==> src/rtl/mem_responder_16x16.sv <==
// 16x16 single-port memory responder with a post-reset init sweep.
// Ports: clk_g/rst_n; mem_ena/wea/addra/dina -> mem_douta; ready, wr_cnt, rd_cnt, err.
module mem_responder_16x16 #(
  parameter logic [15:0] INIT_VAL    = 16'h0000,
  parameter bit          WRITE_FIRST = 1'b0
) (
  input  logic        clk_g,
  input  logic        rst_n,
  input  logic        mem_ena,
  input  logic        mem_wea,
  input  logic [3:0]  mem_addra,
  input  logic [15:0] mem_dina,
  output logic [15:0] mem_douta,
  output logic        ready,
  output logic [7:0]  wr_cnt,
  output logic [7:0]  rd_cnt,
  output logic        err
);

  typedef enum logic {
    INIT = 1'b0,
    RUN  = 1'b1
  } state_t;

  localparam logic [3:0] LAST_PTR = 4'd15;
  localparam logic [7:0] CNT_MAX  = 8'hFF;

  state_t      state_q;
  state_t      state_d;
  logic [3:0]  init_ptr_q;
  logic [15:0] douta_q;
  logic        ready_q;
  logic [7:0]  wr_cnt_q;
  logic [7:0]  rd_cnt_q;
  logic        err_q;

  logic [15:0] mem [16];

  logic        mem_we;
  logic [3:0]  mem_waddr;
  logic [15:0] mem_wdata;
  logic        rd_acc;
  logic        wr_acc;
  logic        err_set;
  logic        init_adv;
  logic [15:0] rd_word;

  // State register
  always_ff @(posedge clk_g or negedge rst_n) begin
    if (!rst_n) begin
      state_q <= INIT;
    end else begin
      state_q <= state_d;
    end
  end

  // Next-state logic; RUN is only left through reset
  always_comb begin
    state_d = state_q;
    unique case (state_q)
      INIT: begin
        if (init_ptr_q == LAST_PTR) begin
          state_d = RUN;
        end
      end
      RUN: begin
        state_d = RUN;
      end
      default: begin
        state_d = INIT;
      end
    endcase
  end

  // Output decode
  always_comb begin
    mem_we    = 1'b0;
    mem_waddr = init_ptr_q;
    mem_wdata = INIT_VAL;
    rd_acc    = 1'b0;
    wr_acc    = 1'b0;
    err_set   = 1'b0;
    init_adv  = 1'b0;
    unique case (state_q)
      INIT: begin
        mem_we   = 1'b1;
        init_adv = 1'b1;
        err_set  = mem_ena;
      end
      RUN: begin
        rd_acc    = mem_ena & ~mem_wea;
        wr_acc    = mem_ena & mem_wea;
        mem_we    = mem_ena & mem_wea;
        mem_waddr = mem_addra;
        mem_wdata = mem_dina;
      end
      default: begin
        mem_we = 1'b0;
      end
    endcase
  end

  // Storage has no reset; writes are blocked while rst_n is low so a
  // reset landing on an access never completes it.
  always_ff @(posedge clk_g) begin
    if (mem_we && rst_n) begin
      mem[mem_waddr] <= mem_wdata;
    end
  end

  assign rd_word = mem[mem_addra];

  always_ff @(posedge clk_g or negedge rst_n) begin
    if (!rst_n) begin
      init_ptr_q <= 4'd0;
    end else if (init_adv) begin
      init_ptr_q <= init_ptr_q + 4'd1;
    end
  end

  // Read data: old word on reads and read-first writes
  always_ff @(posedge clk_g or negedge rst_n) begin
    if (!rst_n) begin
      douta_q <= 16'h0000;
    end else if (rd_acc) begin
      douta_q <= rd_word;
    end else if (wr_acc) begin
      douta_q <= WRITE_FIRST ? mem_dina : rd_word;
    end
  end

  always_ff @(posedge clk_g or negedge rst_n) begin
    if (!rst_n) begin
      ready_q <= 1'b0;
    end else if (state_d == RUN) begin
      ready_q <= 1'b1;
    end
  end

  always_ff @(posedge clk_g or negedge rst_n) begin
    if (!rst_n) begin
      wr_cnt_q <= 8'd0;
    end else if (wr_acc && (wr_cnt_q != CNT_MAX)) begin
      wr_cnt_q <= wr_cnt_q + 8'd1;
    end
  end

  always_ff @(posedge clk_g or negedge rst_n) begin
    if (!rst_n) begin
      rd_cnt_q <= 8'd0;
    end else if (rd_acc && (rd_cnt_q != CNT_MAX)) begin
      rd_cnt_q <= rd_cnt_q + 8'd1;
    end
  end

  always_ff @(posedge clk_g or negedge rst_n) begin
    if (!rst_n) begin
      err_q <= 1'b0;
    end else if (err_set) begin
      err_q <= 1'b1;
    end
  end

  assign mem_douta = douta_q;
  assign ready     = ready_q;
  assign wr_cnt    = wr_cnt_q;
  assign rd_cnt    = rd_cnt_q;
  assign err       = err_q;

endmodule

==> config.mk <==
export PLATFORM = sky130hd
export DESIGN_NAME = mem_responder_16x16
export DESIGN_NICKNAME = d
export VERILOG_FILES = /design/src/rtl/mem_responder_16x16.sv
export SDC_FILE = /design/constraint.sdc
export NUM_CORES = 1
export LEC_CHECK = 0
export CORE_MARGIN = 3
export CORE_UTILIZATION = 55
export CTS_BUF_LIST = sky130_fd_sc_hd__clkbuf_4 sky130_fd_sc_hd__clkbuf_8 sky130_fd_sc_hd__clkbuf_16
export DETAILED_ROUTE_END_ITERATION = 6
export GPL_TIMING_DRIVEN = 0
export HOLD_SLACK_MARGIN = 0.03
export PLACE_DENSITY_LB_ADDON = 0.05
export SYNTH_ARGS = -nofsm -noshare
export SYNTH_HDL_FRONTEND = slang
export SYNTH_SLANG_ARGS = --single-unit
==> constraint.sdc <==
create_clock -name clk_g -period 2.5 [get_ports clk_g]
set_input_delay 0.375 -clock clk_g [delete_from_list [all_inputs] [get_ports clk_g]]
set_output_delay 0.375 -clock clk_g [all_outputs]
set_load 0.02 [all_outputs]
==> results of run 1 <==
-- per-stage QoR --
stage	instance area (um2)	TNS [ps]	worst slack (ps)	instances	hold slack, ps
final	14000	0	44.2	1126	257
after global routing	14000	-826	-56.5	1126	267
after CTS	14000	0	16.1	1126	253
after detailed placement	12900	-10430	-130	1069	281
after global placement	12600	-510510	-2090	1052	465
after floorplan	11700	0	262	726	79.4
-- registers in the layout, indices dropped and copies added (netlist names) --
name and count:
mem 256, mem_douta 16, rd_cnt 8, wr_cnt 8, err 1, init_ptr_q 4, ready 1, state_q 1
-- timing repair --
action	in CTS	in global routing
hold buffers	1	0
setup endpoints to repair	0	22
hold endpoints to repair	25	0
-- worst reg2reg max path, delay by kind of cell, from the launching register on --
kind                   cells  cell delay [ps]
AOI/OAI and AO/OA          1              320
buffers and inverters      3              540
DFF                        1              320
muxes                      1              340
and+or+nand+nor            1              460
-- kinds of logic (layout without fill, tap and decap cells) --
| logic type | after synthesis | after routing | synth area share |
|---|---|---|---|
| AOI/OAI and AO/OA | 70 | 70 | 0.0432 |
| xor gates and xnor gates | 17 | 17 | 0.0127 |
| adders and majority gates | 3 | 3 | 0.00321 |
| buffers and inverters | 41 | 171 | 0.0187 |
| DFF | 295 | 295 | 0.740 |
| muxes | 132 | 132 | 0.113 |
| and+or+nand+nor | 168 | 168 | 0.0690 |
-- metal layers --
metal	wire, um	vias up	track usage
met5	0	-	0
met3	1710	44	0.0347
li1	-	2995	-
met2	13000	237	0.384
met4	668	0	0.0693
met1	10400	3236	0.291
-- cells in the mapped netlist --
library cell / instances
nor2b_1: 2
buf_4: 13
xnor2_1: 10
mux2i_1: 129
edfxtp_1: 256
a22oi_1: 38
ha_1: 3
inv_1: 4
mux2_2: 3
nor3b_1: 2
clkbuf_1: 11
nand2_2: 1
and3_1: 2
and4b_1: 1
or2_2: 3
dfrtp_1: 39
o21ai_0: 1
a32oi_1: 6
nand4_1: 13
xor2_1: 7
a21oi_1: 16
o211ai_1: 1
a21boi_0: 1
a31oi_1: 4
and4_4: 1
a21o_1: 1
buf_2: 13
and2_1: 17
and2_2: 2
a311oi_4: 1
nand2_1: 60
nor3_1: 4
nor2_1: 23
nand3_1: 35
o21ai_2: 1
nand2b_1: 2
-- worst paths after layout --
kind / from / end / depth (start not counted)
hold reg to reg: err / err / 1
hold / removal: rst_n / rd_cnt[4] / 2
max in group asynchronous: rst_n / mem_douta[2] / 3
setup reg to reg: state_q / mem[1][4] / 6
setup / recovery: rst_n / mem[6][11] / 7
min in group clk_g: err / err / 1
-- layout make-up --
| cell class | instances | area share |
|---|---|---|
| clock inverter | 18 | 0.0153 |
| inverter | 4 | 0.00107 |
| clock buffer | 38 | 0.0602 |
| tap | 270 | 0.0242 |
| sequential | 295 | 0.620 |
| buffer | 37 | 0.0146 |
| multi-input combinational | 390 | 0.205 |
| timing repair buffer | 74 | 0.0600 |
-- power groups by stage --
stage	Combinational (mW)	Clock, mW	Sequential [mW]
6_report	1.01	4.64	5.60
5_1_grt	1.09	4.92	5.62
4_1_cts	1.02	4.70	5.60
3_5_place_dp	1.02	0	5.70
3_3_place_gp	0.976	0	5.69
2_1_floorplan	0.422	0	5.81
==> summary.txt, run 1 <==
Outcome
  • Status: completed

Synthesis
  • Netlist cell types: 36
  • Synth warn: 0
  • Largest area contributor in the netlist: edfxtp_1
  • #FFs+latches synth: 295
  • Synth top area cells: edfxtp_1 (66%), mux2i_1 (11%), dfrtp_1 (8.3%), a22oi_1 (2.4%), nand2_1 (1.9%)
  • Syn Nets: 753
  • Syn Std Cell Area: 0.0117 mm2
  • Mapped Cells: 726
  • Share of the synthesized area in the top cell type: 0.657
  • Synth Area per Inst: 16.1 um2
  • Sequential element share of the synthesized area: 0.740

Floorplanning
  • Core area: 0.0206 mm2
  • # IOs: 58
  • Std cell rows: 52
  • Die width: 152 um
  • Initial Util: 0.569
  • Die area: 0.0231 mm2
  • Die Ht: 152 um

Timing
  • Layout Skew: 14.8 ps
  • Relative slew slack: 0.508
  • Tcrit/Tclk final: 0.982
  • Slew of the pin with the lowest slew margin: 734 ps
  • Fmax: 0.407 GHz
  • RSZ-0062 raised after global routing: yes
  • Final Hold Violating Endpoints: 0
  • Final Slew Violations: 0
  • Crit path time final: 2460 ps
  • Endpoints failing setup: 0

Finish
  • Post-route core utilization: 0.680
  • Most common library cell in the layout ignoring fill and taps: edfxtp_1
  • FF/Latch Area: 0.00866 mm2
  • Fillers: 1402
  • Area grow syn2layout: 19.4%
  • Most frequent cells in the layout: edfxtp_1 (256), mux2i_1 (129), nand2_1 (60)
  • Multi-input gate area: 0.00287 mm2
  • Layout cell share with drive strength beyond 1: 0.145
  • ANT cells: 0
  • Final #Nets: 859

Routing
  • Router iterations before antenna repair: 6
  • Mean routed wirelength per cell: 22.9 um
  • Routed Wire Length: 25800 um
  • Starting DRC count in detailed routing: 477
  • Vias per cell: 5.78
  • Vias: 6512
  • Detail Route Antenna Nets: 0
  • Number of remaining DRC errors: 0

Worst setup path
  • Critical Path AT: 2690 ps
  • Worst path top cell family by delay: buffers and inverters
  • CP max stage cell: dlygate4sd3_1
  • Crit Path Class: input pin to register
  • Setup crit start kind: input pin
  • Worst Path Max Fanout: 31
  • Crit end category: register
  • Buf/Inv on CP: 4
  • Required @ worst endpoint: 2740 ps
  • Crit path cell chain: dlygate4sd3_1 -> buf_2 -> buf_12 -> a21boi_0 -> nand2_1 -> nor2_2 -> buf_8
  • Critical path's largest stage delay: 520 ps
  • Flop2flop setup slack: 210 ps

Hold path
  • Hold WC Path Type: input pin to async pin

Power and ir drop
  • Tot Pwr: 11.3 mW
  • Sequential power share: 0.498
  • VDD IR max: 652 uV
  • NetSw: 2.46 mW
  • Comb pwr share: 0.090
  • Internal Power: 8.80 mW
  • Sw frac: 0.218
  • Clock power frac: 0.412
  • Leakage: 5.11 nW
  • Power density over the cells: 805 mW/mm2

Placement
  • Placer Congestion: 0.832
  • Hpwl dp: 17300 um
  • IO Port Bufs: 56

Clock network
  • Worst-path clk slew: 60 ps
  • Clk_lat worst skew: 540 ps
  • Clock H-tree levels: 1
  • TritonCTS Buffers: 30
  • Sink Count: 295
  • Post_cts resized: 0
  • Longest Clk Path Bufs: 3
  • CTS Root Cell: clkbuf_16
  • CTS tree: done
  • # Post-CTS Setup Buffers: 0

Global route
  • Global-route wire length before repair: 39400 um
  • Vias in the first global route: 6800
  • Antenna violations before repair: 0
  • GRT overflow: 0
  • Total track usage: 0.222
  • Largest net degree at the start of global routing: 32

Run
  • Max-Cap Viols: 0
(Power assumes the default switching activity.)
==> run 2, diff against run 1 <==
- CORE_UTILIZATION: 55 -> 50
- PLACE_DENSITY_LB_ADDON: 0.05 -> 0.12
==> summary.txt, run 2 (synthesis results as in run 1) <==
Outcome
  • Status: completed

Hold path
  • Hold WC Path Type: input pin to async pin

Finish
  • Fillers: 1736
  • Post-route core utilization: 0.610
  • ANT cells: 0
  • Most common library cell in the layout ignoring fill and taps: edfxtp_1
  • Final #Nets: 860
  • Area grow syn2layout: 19.0%
  • Max reg flops: 256
  • Layout cell share with drive strength beyond 1: 0.140
  • Most frequent cells in the layout: edfxtp_1 (256), mux2i_1 (129), nand2_1 (60)
  • Post-route cell area: 0.0139 mm2
  • Reg with most FFs: mem

Timing
  • Relative slew slack: 0.426
  • Slew of the pin with the lowest slew margin: 858 ps
  • Fin Setup TNS: 0 ps
  • Endpoints failing setup: 0
  • Crit path time final: 2330 ps
  • Final Hold Violating Endpoints: 0
  • Tcrit/Tclk final: 0.933
  • RSZ-0062 raised after global routing: no
  • Final WS setup: 167 ps
  • Layout Skew: 6.31 ps
  • Fmax: 0.429 GHz
  • Final Slew Violations: 0

Global route
  • GRT overflow: 0
  • Vias in the first global route: 6771
  • Total track usage: 0.211
  • Antenna violations before repair: 0
  • Largest net degree at the start of global routing: 33
  • Global-route wire length before repair: 40400 um

Clock network
  • Post_cts resized: 0
  • Clk_lat worst skew: 540 ps
  • TritonCTS Buffers: 30
  • CTS tree: done
  • # Post-CTS Setup Buffers: 0
  • Worst-path clk slew: 60 ps
  • Sink Count: 295
  • Longest Clk Path Bufs: 3
  • CTS Root Cell: clkbuf_16
  • Clock H-tree levels: 1

Worst setup path
  • Reg2Reg Depth: 5
  • Required @ worst endpoint: 2750 ps
  • Crit Path Class: input pin to register
  • Setup crit start kind: input pin
  • Critical Path AT: 2580 ps
  • Worst Path Max Fanout: 32
  • Crit end category: register

Placement
  • Post-DP Area: 0.0129 mm2
  • IO Port Bufs: 56
  • Pre-CTS setup slack: -179 ps
  • Placer Congestion: 0.809
  • Hpwl dp: 17800 um

Routing
  • Top Layer Used: met4
  • Vias per cell: 5.59
  • Met2 routed WL: 13300 um
  • Number of remaining DRC errors: 0
  • Detail Route Antenna Nets: 0
  • Mean routed wirelength per cell: 22.9 um
  • Starting DRC count in detailed routing: 537
  • Routed Wire Length: 26700 um
  • Vias: 6538
  • Router iterations before antenna repair: 5
  • DRT met1 WL: 11300 um
  • Routed length on met3: 1350 um

Power and ir drop
  • NetSw: 2.42 mW
  • Power density over the cells: 783 mW/mm2
  • Sequential power share: 0.513
  • Sw frac: 0.222
  • VDD IR max: 546 uV
  • Internal Power: 8.48 mW
  • Comb pwr share: 0.093
  • Clock power frac: 0.394
  • Leakage: 5.06 nW

Floorplanning
  • Initial Util: 0.512
  • Die area: 0.0253 mm2
  • Core area: 0.0228 mm2
  • Std cell rows: 55
  • Die Ht: 159 um
  • # IOs: 58
  • Die width: 159 um

Run
  • Max-Cap Viols: 0
==> run 2: per-layer routing <==
metal  vias to the layer above  global-route usage
met5                         -                   0
met4                         0              0.0613
li1                       2998                   -
met3                        57              0.0369
met1                      3285               0.275
met2                       198               0.365
==> run 2: final timing paths <==
check	slack, ps	from	end
hold reg to reg	460	err	err
setup reg to reg	170	state_q	mem[5][9]
min in group clk_g	460	err	err
setup / recovery	170	rst_n	mem[5][9]
hold / removal	360	rst_n	wr_cnt[3]
max in group asynchronous	1160	rst_n	mem_douta[1]
==> run 2: power by group through the flow <==
stage | logic, mW | registers, mW | clock network [mW]
2_1_floorplan | 0.422 | 5.81 | 0
3_3_place_gp | 0.984 | 5.69 | 0
3_5_place_dp | 1.02 | 5.70 | 0
4_1_cts | 1.02 | 5.60 | 4.37
5_1_grt | 1.10 | 5.62 | 4.59
6_report | 1.01 | 5.60 | 4.30
==> run 2: what timing repair did <==
item	CTS	global route
hold endpoints to repair	10	0
endpoints found under the setup margin	0	0
hold buffers	2	0
==> run 2: final cells by class <==
type                            instances  area, um2  share of cell area
Multi-Input combinational cell        390       2870               0.206
Clock buffer                           45        900              0.0645
Inverter                                4       15.0             0.00108
Buffer                                 37        204              0.0146
Clock inverter                         10       70.1             0.00503
Timing Repair Buffer                   75        828              0.0594
Tap cell                              313        392              0.0281
Sequential cell                       295       8660               0.622
==> run 2: critical path: stages <==
cell and delay [ps]:
dlygate4sd3_1 520, buf_2 150, buf_12 210, a21boi_0 260, nand2_1 230, nor2_2 560, buf_8 240
==> run 2: per-stage QoR <==
step	total power, mW	std cells	hold slack, ps
floorplan	6.23	726	79.4
global placement	6.67	1095	446
detailed placement	6.71	1112	309
CTS	11.0	1169	347
global route	11.3	1169	376
finish	10.9	1169	363
